**config.mk**
```make
export PLATFORM = sky130hd
export DESIGN_NAME = chaotic_session_ctrl
export DESIGN_NICKNAME = d
export VERILOG_FILES = /design/src/rtl/chaotic_pkg.sv /design/src/rtl/chaotic_sync_fifo.sv /design/src/rtl/chaotic_session_ctrl.sv
export SDC_FILE = /design/constraint.sdc
export NUM_CORES = 1
export LEC_CHECK = 0
export ABC_AREA = 1
export CELL_PAD_IN_SITES_DETAIL_PLACEMENT = 1
export CELL_PAD_IN_SITES_GLOBAL_PLACEMENT = 1
export CORE_ASPECT_RATIO = 1.4
export CORE_MARGIN = 3
export CORE_UTILIZATION = 35
export DETAILED_ROUTE_END_ITERATION = 6
export PLACE_DENSITY_LB_ADDON = 0.3
export SYNTH_ARGS = -nofsm -noshare
export SYNTH_HDL_FRONTEND = slang
export SYNTH_SLANG_ARGS = --single-unit
export TNS_END_PERCENT = 50
```
**constraint.sdc**
```tcl
create_clock -name clk -period 3.1 [get_ports clk]
set_input_delay 0.62 -clock clk [delete_from_list [all_inputs] [get_ports clk]]
set_output_delay 0.62 -clock clk [all_outputs]
set_load 0.02 [all_outputs]
```
**src/rtl/chaotic_pkg.sv**
```systemverilog
// chaotic_pkg: shared state encoding and default widths for the chaotic session controller
package chaotic_pkg;

    localparam int DEF_INPUT_WIDTH = 8;
    localparam int DEF_LEN_WIDTH   = 16;
    localparam int DEF_FIFO_DEPTH  = 4;

    // The engine key is four plaintext-widths plus one control bit
    function automatic int key_width(input int w);
        return 4 * w + 1;
    endfunction

    localparam int DEF_KEY_WIDTH = key_width(DEF_INPUT_WIDTH);

    typedef enum logic [2:0] {
        IDLE,
        LOAD,
        WARMUP,
        STREAM,
        DRAIN,
        FLUSH
    } state_t;

endpackage

```
**src/rtl/chaotic_sync_fifo.sv**
```systemverilog
// chaotic_sync_fifo: ciphertext buffer with synchronous clear and occupancy count
module chaotic_sync_fifo #(
    parameter int WIDTH = 8,
    parameter int DEPTH = 4
) (
    input  logic                     clk,
    input  logic                     rst_n,
    input  logic                     clr,
    input  logic                     push,
    input  logic [WIDTH-1:0]         push_data,
    input  logic                     pop,
    output logic [WIDTH-1:0]         head,
    output logic [$clog2(DEPTH):0]   count
);

    localparam int AW = $clog2(DEPTH);
    localparam int CW = AW + 1;

    logic [WIDTH-1:0] mem [DEPTH];
    logic [AW-1:0]    wr_ptr;
    logic [AW-1:0]    rd_ptr;
    logic             full;
    logic             empty;
    logic             do_push;
    logic             do_pop;

    assign empty   = count == '0;
    assign full    = count == CW'(DEPTH);
    assign do_push = push && !full;
    assign do_pop  = pop && !empty;
    assign head    = mem[rd_ptr];

    // Pointer and occupancy tracking; a clear drops every stored entry at once
    always_ff @(posedge clk) begin
        if (!rst_n || clr) begin
            wr_ptr <= '0;
            rd_ptr <= '0;
            count  <= '0;
        end else begin
            if (do_push) wr_ptr <= wr_ptr + 1'b1;
            if (do_pop) rd_ptr <= rd_ptr + 1'b1;
            count <= count + CW'(do_push) - CW'(do_pop);
        end
    end

    // Storage needs no reset: only entries below count are ever presented
    always_ff @(posedge clk) begin
        if (do_push && !clr) mem[wr_ptr] <= push_data;
    end

    // The upstream credit scheme must never let a write land on a full buffer
    assert property (@(posedge clk) disable iff (!rst_n) !(push && full && !clr));

endmodule

```
**src/rtl/chaotic_session_ctrl.sv**
```systemverilog
// chaotic_session_ctrl: session sequencer feeding a chaotic stream-cipher engine with credit-based buffering
module chaotic_session_ctrl
    import chaotic_pkg::*;
#(
    parameter int INPUT_WIDTH = DEF_INPUT_WIDTH,
    parameter int KEY_WIDTH   = key_width(INPUT_WIDTH),
    parameter int FIFO_DEPTH  = DEF_FIFO_DEPTH,
    parameter int LEN_WIDTH   = DEF_LEN_WIDTH
) (
    input  logic                   clk,
    input  logic                   rst_n,
    input  logic [KEY_WIDTH-1:0]   cfg_key,
    input  logic [LEN_WIDTH-1:0]   cfg_len,
    input  logic [7:0]             cfg_warmup,
    input  logic                   cfg_start,
    input  logic                   cfg_abort,
    input  logic                   s_valid,
    input  logic [INPUT_WIDTH-1:0] s_data,
    output logic                   s_ready,
    output logic                   m_valid,
    output logic [INPUT_WIDTH-1:0] m_data,
    input  logic                   m_ready,
    output logic [KEY_WIDTH-1:0]   eng_key,
    output logic                   eng_key_valid,
    output logic [INPUT_WIDTH-1:0] eng_pt,
    output logic                   eng_pt_valid,
    input  logic [INPUT_WIDTH-1:0] eng_ct,
    input  logic                   eng_ct_valid,
    output logic                   busy,
    output logic                   done
);

    localparam int CW = $clog2(FIFO_DEPTH) + 1;

    state_t                 state;
    logic [KEY_WIDTH-1:0]   key_q;
    logic [LEN_WIDTH-1:0]   remaining;
    logic [7:0]             warm_q;
    logic [CW-1:0]          inflight;
    logic [CW-1:0]          fifo_count;
    logic [INPUT_WIDTH-1:0] fifo_head;
    logic                   hs;
    logic                   ret;
    logic                   push;
    logic                   abort_go;
    logic                   fifo_empty;

    assign fifo_empty   = fifo_count == '0;
    assign abort_go     = cfg_abort && state != IDLE && state != FLUSH;
    assign s_ready      = state == STREAM && remaining != '0
                          && ({1'b0, fifo_count} + {1'b0, inflight}) < (CW + 1)'(FIFO_DEPTH);
    assign hs           = s_valid && s_ready;
    assign ret          = eng_ct_valid && inflight != '0;
    assign push         = ret && state != FLUSH;
    assign eng_pt_valid = hs;
    assign eng_pt       = hs ? s_data : '0;
    assign eng_key      = key_q;
    assign busy         = state != IDLE;
    assign m_valid      = !fifo_empty && state != FLUSH;
    assign m_data       = m_valid ? fifo_head : '0;

    // Session sequencing, in-flight credit accounting and registered key/done pulses
    always_ff @(posedge clk) begin
        if (!rst_n) begin
            state         <= IDLE;
            key_q         <= '0;
            remaining     <= '0;
            warm_q        <= '0;
            inflight      <= '0;
            eng_key_valid <= 1'b0;
            done          <= 1'b0;
        end else begin
            eng_key_valid <= 1'b0;
            done          <= 1'b0;
            inflight      <= inflight + CW'(hs) - CW'(ret);
            if (hs) remaining <= remaining - 1'b1;
            if (abort_go) begin
                state <= FLUSH;
            end else begin
                case (state)
                    IDLE: if (cfg_start) begin
                        key_q         <= cfg_key;
                        remaining     <= cfg_len;
                        warm_q        <= cfg_warmup;
                        eng_key_valid <= 1'b1;
                        state         <= LOAD;
                    end
                    LOAD: state <= warm_q != '0 ? WARMUP : remaining != '0 ? STREAM : DRAIN;
                    WARMUP: begin
                        warm_q <= warm_q - 1'b1;
                        if (warm_q == 8'd1) state <= remaining != '0 ? STREAM : DRAIN;
                    end
                    STREAM: if (remaining == '0) state <= DRAIN;
                    DRAIN: if (inflight == '0 && fifo_empty) begin
                        done  <= 1'b1;
                        state <= IDLE;
                    end
                    FLUSH: if (inflight == '0) state <= IDLE;
                    default: state <= IDLE;
                endcase
            end
        end
    end

    chaotic_sync_fifo #(
        .WIDTH (INPUT_WIDTH),
        .DEPTH (FIFO_DEPTH)
    ) u_fifo (
        .clk       (clk),
        .rst_n     (rst_n),
        .clr       (abort_go),
        .push      (push),
        .push_data (eng_ct),
        .pop       (m_valid && m_ready),
        .head      (fifo_head),
        .count     (fifo_count)
    );

endmodule

```
==> run summary, run 1 <==
Status - complete, no violations
Fillers - 1802
P&R area growth vs syn - 35.5%
Core Area - 14500 um2
1st-pass router iterations - 4
Share of layout cells above drive strength 1 - 6.47%
First-pass GRT wire length - 24300 um
Clock skew - 8.32 ps
Yosys warnings - 0
Post-synth EDFFs - 32
Setup violators final - 0
Hold slack - 481 ps
CP most frequent cell - nor2_1
Total Die Area - 16400 um2
Mapped Nets - 791
Clock Sinks - 106
Nets - 925
Final Slew Violations - 0
All-layer global routing usage - 18.6%
Largest net degree at the start of global routing - 40
Final TNS setup - 0 ps
Worst-path clk slew - 70 ps
Ys async rst share - 0%
Initial antenna violation count - 0
IO Pins - 135
Mapped Area - 5200 um2
Post-synth cell types - 34
Num CTS Buffers - 9
Dpl ws - 315 ps
Post CTS Setup Buffer Count - 0
Combinational Power Share - 50.1%
Most instantiated cells after synthesis - nor2_1, nand2_1, inv_1
Top_reg_cell synth - dfxtp_1
Largest stage delay, worst path - 620 ps
Sequential Power Share - 32.7%
Die width - 109 um
Footprint of the multi-input gates - 2260 um2
Post-Syn Area per Cell - 7.48 um2
Sw Pwr - 2.68 mW
H-tree level count - 3
Routability cong. - 0.809
WS Path Type - register to output pin
Detailed placement HPWL - 11600 um
Crit path time final - 2960 ps
Cell family with most CP delay - simple AND/OR/NAND/NOR gates
Initial core utilization - 35.8%
Via density - 4.70
Clock power share - 17.2%
Reg area - 2440 um2
Post-synthesis sequential area ratio - 47.0%
CTS tree - yes
Antenna-violating nets left - 0
Synth Register Bits - 106
CP cell instances - ha_1 > nand2_1 > nor2_1 > nor2_2 > nand4_4 > nor2_1 > clkdlybuf4s50_1
Most frequent cell after synthesis - nor2_1
Pwr per Cell Area - 886 nW/um2
Critical path required time - 2480 ps
Cells after synthesis - 695
Critical path startpoint category - register
Max Cap Viol - 0
Pint - 3.56 mW
Final Cycle Share - 95.3%
Worst path bufs/invs - 1
Drt total wl - 14800 um
Area fraction of the dominant cell type after synthesis - 28.5%
Root Buffer - clkbuf_16
Hold Violations, Final - 0
Die H - 150 um
Final Worst Setup Slack - 145 ps
Aggregate global routing overflow - 0
Leak pwr - 3.28 nW
Cell accounting for the most synthesized area - dfxtp_1
VDD IR-drop max - 412 uV
Vias - 4805
Min-delay worst type - register to register
DR WL/cell - 14.5 um
Antenna Cells - 0
RSZ-0062 raised after global routing - no
Tightest Pin Transition - 844 ps
Vias in the first global route - 5268
Rows - 52
FMAX - 0.338 GHz
Worst EP arrival - 2340 ps
Slew headroom - 43.5%
Clock Latency Late Sink - 350 ps
Sw frac - 43.0%
Area contributors post-synth - dfxtp_1, edfxtp_1, nor2_1
Clock Path Buffers - 2
Port Buffers - 134
Final core occ - 48.6%
Post-route DRC - 0
Crit. End Element - output pin
Worst-path maximum fanout - 10
Drt initial violations - 147
Slowest-stage cell, CP - clkdlybuf4s50_1
flip-flops by register name, indices dropped and copies added (netlist names), named ones only:
signal,flops
eng_key_valid,1
remaining,16
u_fifo.wr_ptr,2
u_fifo.rd_ptr,2
u_fifo.count,3
eng_key,33
state,3
done,1
inflight,3
u_fifo.mem,32
warm_q,8
final timing paths:
| path | slack [ps] | depth (start not counted) | end | start |
|---|---|---|---|---|
| max | 140 | 7 | eng_pt[7] | inflight[1]$_SDFF_PN0_ |
| min | 480 | 2 | warm_q[7]$_SDFFE_PN0P_ | warm_q[7]$_SDFFE_PN0P_ |
| max reg2reg | 430 | 12 | u_fifo.count[2]$_SDFF_PP0_ | state[2]$_SDFFE_PN0P_ |
| min reg2reg | 480 | 2 | warm_q[7]$_SDFFE_PN0P_ | warm_q[7]$_SDFFE_PN0P_ |
per-layer routing:
layer | up-vias | GRT usage (%) | part of all wire (%)
met4 | 0 | 5.75 | 1.7
met3 | 19 | 4.55 | 5.3
met1 | 2256 | 18.7 | 38
met2 | 91 | 36.6 | 55
li1 | 2439 | - | -
met5 | - | 0 | 0
per-stage QoR:
stage                     cells  area [um2]  total power, mW
after floorplan             695        5200             4.13
after global placement     1007        6750             5.04
after detailed placement   1007        6750             5.22
after CTS                  1023        7030             6.33
after global routing       1023        7050             6.80
final                      1023        7050             6.25
kinds of logic (layout without fill, tap and decap cells):
logic type      Yosys count  after routing  share of synthesized area, %
simple gates            323            323                          25.5
buf+inv                 124            263                          9.67
compound gates          108            108                          10.7
flops                   106            106                          47.0
xor+xnor                 18             18                          3.03
fa+ha+maj                16             16                          4.14
worst min-delay path, stage by stage, from the launching register on:
cell and delay (ps):
dfxtp_1 320, nand2_1 60, a21oi_1 50
cells in the final DEF (no fill, tap or decap), drive strengths merged, types with 3 or more instances in the layout:
master         Yosys  routed
nor2             168     168
clkdlybuf4s50      0     127
nand2            119     119
inv               99     100
o21ai             79      79
dfxtp             74      74
edfxtp            32      32
nand3             28      28
a21oi             22      22
ha                14      14
buf               14      14
xor2               9       9
xnor2              9       9
clkbuf            11       9
dlymetal6s2s       0       6
clkinv             0       6
nor3               4       4
nand4              3       3
area by class of cell:
cell class,instances,area share [%]
Sequential cell,106,34.7
Multi-Input combinational cell,465,32.0
Timing Repair Buffer,148,20.7
Inverter,99,5.27
Tap cell,189,3.36
Clock buffer,9,3.20
Clock inverter,7,0.781
timing repair:
item | in CTS | in global routing
endpoints found under the setup margin | 1 | 8
resized for setup | 1 | 7
hold endpoints to repair | 0 | 0
hold buffers | 0 | 0
power by group through the flow:
stage                     clock (mW)  sequential (mW)  combinational (mW)
after floorplan                    0             2.16                1.97
after global placement             0             2.04                3.00
after detailed placement           0             2.07                3.15
after CTS                       1.10             2.04                3.18
after global routing            1.15             2.09                3.56
final                           1.07             2.04                3.13
Note: power is estimated with default switching activity, not from simulation.
==> run 2, diff against run 1 <==
- CORE_MARGIN: 3 -> unset
==> run 2 against run 1 <==
  * Power up 2.0%
  * Clock power grew 14%
  * Sequential share of layout area fell by 0.10 points
  * Via count stayed put
  * Core utilization grew 0.15 points
  * Critical endpoint is now eng_pt[4]
  * Flip-flop and latch count did not move
  * Clock-buffer cell count up 2
  * Highest routed layer unchanged
==> run summary, run 2 (same netlist as run 1, synthesis figures left out) <==
CP most frequent cell - nor2_1 (unchanged)
CTS tree - yes (unchanged)
Hold_buf cts - 0 (unchanged)
Root Buffer - clkbuf_16 (unchanged)
Die H - 146 um (was 150 um)
Worst EP arrival - 2350 ps (was 2340 ps)
Final Slew Violations - 0 (unchanged)
Max Cap Viol - 0 (unchanged)
Pint - 3.70 mW (was 3.56 mW)
Crit path time final - 2970 ps (was 2960 ps)
Most common cell after layout, fill and taps aside - nor2_1 (unchanged)
WS Path Type - register to output pin (unchanged)
Antenna Cells - 0 (unchanged)
Vias - 4805 (unchanged)
Total Die Area - 15400 um2 (was 16400 um2)
Sw frac - 41.9% (was 43.0%)
Aggregate global routing overflow - 0 (unchanged)
Slew headroom - 43.2% (was 43.5%)
Via density - 4.70 (about the same)
FMAX - 0.336 GHz (was 0.338 GHz)
Worst-path maximum fanout - 10 (unchanged)
Combinational Power Share - 48.8% (was 50.1%)
Antenna-violating nets left - 0 (unchanged)
Post-route DRC - 0 (unchanged)
Worst-path clk slew - 70 ps (about the same)
Tot Pwr - 6.37 mW (was 6.25 mW)
DR WL/cell - 14.3 um (was 14.5 um)
P&R area growth vs syn - 35.9% (was 35.5%)
Post CTS Setup Buffer Count - 0 (unchanged)
Detailed placement HPWL - 11300 um (was 11600 um)
Clock power share - 19.1% (was 17.2%)
Sequential Power Share - 32.1% (was 32.7%)
First-pass GRT wire length - 24000 um (was 24300 um)
Initial core utilization - 35.8% (unchanged)
Pwr per Cell Area - 901 nW/um2 (was 886 nW/um2)
Clock Sinks - 106 (unchanged)
Rows - 52 (unchanged)
CP cell instances - ha_1 > nand2_1 > nor2_1 > nor2_2 > nand4_4 > nor2_1 > clkdlybuf4s50_1 (unchanged)
Hold slack - 468 ps (was 481 ps)
Final TNS setup - 0 ps (unchanged)
Drt initial violations - 110 (was 147)
Initial antenna violation count - 0 (unchanged)
Tightest Pin Transition - 848 ps (was 844 ps)
Status - complete, no violations (unchanged)
Clock Latency Late Sink - 350 ps (about the same)
Vias in the first global route - 5216 (was 5268)
Min-delay worst type - register to register (unchanged)
H-tree level count - 3 (unchanged)
Setup violators final - 0 (unchanged)
Share of layout cells above drive strength 1 - 6.48% (was 6.47%)
Sw Pwr - 2.67 mW (was 2.68 mW)
Worst reg-to-reg path cell count - 12 (unchanged)
VDD IR-drop max - 338 uV (was 412 uV)
Crit. End Element - output pin (unchanged)
Flip-flop count of the largest register after layout - 33 (unchanged)
Most frequent cells in the layout - nor2_1, clkdlybuf4s50_1, nand2_1 (unchanged)
All-layer global routing usage - 19.4% (was 18.6%)
CTS resizes - 0 (was 1)
IO Pins - 135 (unchanged)
Critical path startpoint category - register (unchanged)
Nets - 924 (was 925)
Hold Violations, Final - 0 (unchanged)
Leak pwr - 3.18 nW (was 3.28 nW)
1st-pass router iterations - 4 (unchanged)
Num CTS Buffers - 9 (unchanged)
Clock skew - 8.07 ps (was 8.32 ps)
RSZ-0062 raised after global routing - no (unchanged)
Clock Path Buffers - 2 (unchanged)
Largest stage delay, worst path - 630 ps (was 620 ps)
Routability cong. - 0.845 (was 0.809)
Drt total wl - 14600 um (was 14800 um)
Reg2Reg Setup Slack - 580 ps (was 430 ps)
Critical path required time - 2480 ps (about the same)
Hold Path Stages - 2 (unchanged)
Die width - 105 um (was 109 um)
Core Area - 14500 um2 (unchanged)
Port Buffers - 134 (unchanged)
Final Cycle Share - 95.9% (was 95.3%)
Slowest-stage cell, CP - clkdlybuf4s50_1 (unchanged)
Largest net degree at the start of global routing - 44 (was 40)
run 2: worst paths after layout:
| path | from | to |
|---|---|---|
| worst max-delay path | inflight[1]$_SDFF_PN0_ | eng_pt[4] |
| worst min-delay path | warm_q[5]$_SDFFE_PN0P_ | warm_q[5]$_SDFFE_PN0P_ |
| worst max register to register | state[2]$_SDFFE_PN0P_ | u_fifo.count[2]$_SDFF_PP0_ |
| worst min register to register | warm_q[5]$_SDFFE_PN0P_ | warm_q[5]$_SDFFE_PN0P_ |
run 2: area by class of cell:
class / instances / area (um2)
fillers: 1778 / 7440
multi-input cells: 465 / 2260
clock inverters: 5 / 58.8
flip-flops and latches: 106 / 2440
well taps: 189 / 236
repair buffers: 147 / 1440
inverters: 99 / 372
clock buffers: 11 / 264
run 2: layer usage:
| layer | share of wire, % | track usage [%] | vias up |
|---|---|---|---|
| li1 | - | - | 2433 |
| met3 | 4.8 | 4.15 | 13 |
| met2 | 57 | 39.7 | 91 |
| met5 | 0 | 0 | - |
| met1 | 38 | 19.4 | 2268 |
| met4 | 0.88 | 4.79 | 0 |
run 2: worst max-delay path, delay by kind of cell, from the launching register on:
| kind | cells | cell delay, ps |
|---|---|---|
| buffers and inverters | 1 | 630 |
| AND/OR/NAND/NOR | 5 | 670 |
| adder cells (fa/ha/maj) | 1 | 270 |
| flip-flops | 1 | 440 |
run 2: stage by stage:
| step | instance area, um2 | cells | setup slack [ps] | util, % |
|---|---|---|---|---|
| finish | 7070 | 1022 | 128 | 48.7 |
| global route | 7070 | 1022 | 1.35 | 48.7 |
| CTS | 7070 | 1022 | 28.4 | 48.7 |
| detailed placement | 6740 | 1006 | 300 | 46.5 |
| global placement | 6740 | 1006 | 369 | 46.5 |
| floorplan | 5200 | 695 | 869 | - |
run 2: power by group through the flow:
| stage | Combinational, mW | Sequential (mW) | Clock [mW] |
|---|---|---|---|
| 6_report | 3.11 | 2.05 | 1.22 |
| 5_1_grt | 3.52 | 2.09 | 1.30 |
| 4_1_cts | 3.16 | 2.05 | 1.26 |
| 3_5_place_dp | 3.14 | 2.07 | 0 |
| 3_3_place_gp | 3.00 | 2.05 | 0 |
| 2_1_floorplan | 1.97 | 2.16 | 0 |
==> run 3, diff against run 2 <==
- CELL_PAD_IN_SITES_DETAIL_PLACEMENT: 1 -> unset
- CELL_PAD_IN_SITES_GLOBAL_PLACEMENT: 1 -> unset
- CORE_UTILIZATION: 35 -> 40
==> run 3 against run 2 <==
  * The run now ends with DRC left
  * First-iteration DRC count increased by 65%
  * Design area is 1.1% lower
  * Maximum frequency rose by 3.5%
  * Flip-flop and latch count unchanged
==> run summary, run 3 (same netlist as run 1, synthesis figures left out) <==
Antenna Cells - 0 (unchanged)
Worst-path maximum fanout - 10 (unchanged)
All-layer global routing usage - 18.8% (was 19.4%)
First-pass GRT wire length - 20200 um (was 24000 um)
Largest stage delay, worst path - 600 ps (was 630 ps)
Clock skew - 10.8 ps (was 8.07 ps)
Antenna-violating nets left - 0 (unchanged)
Core Area - 12500 um2 (was 14500 um2)
Rows - 48 (was 52)
Final TNS setup - 0 ps (unchanged)
Status - finished with violations (was complete, no violations)
Cell family with most CP delay - buffers and inverters (was simple AND/OR/NAND/NOR gates)
RSZ-0062 raised after global routing - no (unchanged)
Tot Pwr - 6.18 mW (was 6.37 mW)
Min-delay worst type - register to register (unchanged)
H-tree level count - 3 (unchanged)
Via density - 4.70 (about the same)
Final Slew Violations - 0 (unchanged)
Fillers - 1215 (was 1778)
Flip-flop count of the largest register after layout - 33 (unchanged)
Die H - 137 um (was 146 um)
Die width - 98.4 um (was 105 um)
Initial antenna violation count - 0 (unchanged)
Hold Violations, Final - 0 (unchanged)
Most frequent cells in the layout - nor2_1, clkdlybuf4s50_1, nand2_1 (unchanged)
Worst EP arrival - 2250 ps (was 2350 ps)
Final Worst Setup Slack - 228 ps (was 128 ps)
CP most frequent cell - nand2_2 (was nor2_1)
Port Buffers - 134 (unchanged)
Nets - 922 (was 924)
Slowest-stage cell, CP - clkdlybuf4s50_1 (unchanged)
Aggregate global routing overflow - 0 (unchanged)
Final Cycle Share - 92.7% (was 95.9%)
Share of layout cells above drive strength 1 - 6.14% (was 6.48%)
1st-pass router iterations - 6 (was 4)
Failing checks - DRC
Drt initial violations - 181 (was 110)
Clock Path Buffers - 2 (unchanged)
IO Pins - 135 (unchanged)
Slew headroom - 49.6% (was 43.2%)
Vias - 4611 (was 4805)
Critical path required time - 2480 ps (about the same)
Clock Sinks - 106 (unchanged)
Root Buffer - clkbuf_16 (unchanged)
CTS tree - yes (unchanged)
Detailed placement HPWL - 8620 um (was 11300 um)
Clock Latency Late Sink - 350 ps (about the same)
Dpl ws - 378 ps (was 300 ps)
Routability cong. - 0.843 (was 0.845)
Tightest Pin Transition - 753 ps (was 848 ps)
Total Die Area - 13500 um2 (was 15400 um2)
Worst-path clk slew - 80 ps (was 70 ps)
Largest net degree at the start of global routing - 47 (was 44)
Crit path time final - 2870 ps (was 2970 ps)
Initial core utilization - 41.6% (was 35.8%)
CP cell instances - inv_1 > ha_1 > nand2_2 > nor2_1 > nand2_2 > nand4_4 > inv_2 > clkdlybuf4s50_1 (was ha_1 > nand2_1 > nor2_1 > nor2_2 > nand4_4 > nor2_1 > clkdlybuf4s50_1)
DR WL/cell - 12.3 um (was 14.3 um)
FMAX - 0.348 GHz (was 0.336 GHz)
Most common cell after layout, fill and taps aside - nor2_1 (unchanged)
Num CTS Buffers - 9 (unchanged)
Max Cap Viol - 0 (unchanged)
VDD IR-drop max - 508 uV (was 338 uV)
Worst path bufs/invs - 3 (was 1)
Post-route DRC - 4 (was 0)
Final core occ - 56.0% (was 48.7%)
Drt total wl - 12100 um (was 14600 um)
WS Path Type - register to output pin (unchanged)
Crit. End Element - output pin (unchanged)
Setup violators final - 0 (unchanged)
P&R area growth vs syn - 34.5% (was 35.9%)
Pwr per Cell Area - 884 nW/um2 (was 901 nW/um2)
Critical path startpoint category - register (unchanged)
Leak pwr - 3.30 nW (was 3.18 nW)
Hold_buf cts - 0 (unchanged)
Vias in the first global route - 4435 (was 5216)
## run 3: worst register-to-register path, cell delays in order (launching register included)
cell and delay (ps):
dfxtp_1 350, inv_1 80, ha_1 260, nand2_2 130
nor2_1 70, nand2_2 130, nand4_4 180, inv_2 110
buf_4 210, ha_1 180, inv_1 50, fa_1 360
o21ai_0 180, a21oi_1 50
## run 3: final timing paths
kind                                               startpoint                endpoint  slack (ps)  cells past startpoint
worst max-delay path                  remaining[0]$_SDFF_PN0_            eng_pt_valid         230                      8
worst min-delay path            u_fifo.rd_ptr[1]$_SDFFE_PP0P_                register         460                      2
worst max register to register        remaining[0]$_SDFF_PN0_  inflight[2]$_SDFF_PN0_         650                     13
worst min register to register  u_fifo.rd_ptr[1]$_SDFFE_PP0P_                register         460                      2
## run 3: layout make-up
| class | count | area [um2] | share of cell area (%) |
|---|---|---|---|
| well taps | 150 | 188 | 2.68 |
| multi-input cells | 465 | 2260 | 32.3 |
| flip-flops and latches | 106 | 2440 | 34.9 |
| repair buffers | 145 | 1440 | 20.6 |
| inverters | 99 | 372 | 5.31 |
| clock buffers | 10 | 229 | 3.27 |
| clock inverters | 6 | 66.3 | 0.948 |
## run 3: stage by stage
stage | std cells | instance area, um2 | hold slack (ps)
floorplan | 695 | 5200 | 436
global placement | 965 | 6680 | 449
detailed placement | 965 | 6680 | 457
CTS | 981 | 6970 | 470
global route | 981 | 6990 | 484
finish | 981 | 6990 | 464
## run 3: what timing repair did
item,CTS,global route
endpoints found under the setup margin,0,9
endpoints found under the hold margin,0,0
resized for setup,0,9
buffers inserted,0,0
## run 3: layer usage
metal | global-route usage, % | routed length, um | vias up
met5 | 0 | 0 | -
met4 | 6.63 | 146 | 0
met3 | 4.85 | 853 | 11
met2 | 34.1 | 6050 | 115
met1 | 21.3 | 5060 | 2048
li1 | - | - | 2437
## run 3: power by group
part | total (mW) | switching [mW] | internal [mW] | leakage (nW)
logic | 3.00 | 1.80 | 1.20 | 2.26
clock network | 1.16 | 0.524 | 0.632 | 0.142
registers | 2.02 | 0.238 | 1.79 | 0.899
total | 6.18 | 2.56 | 3.62 | 3.30
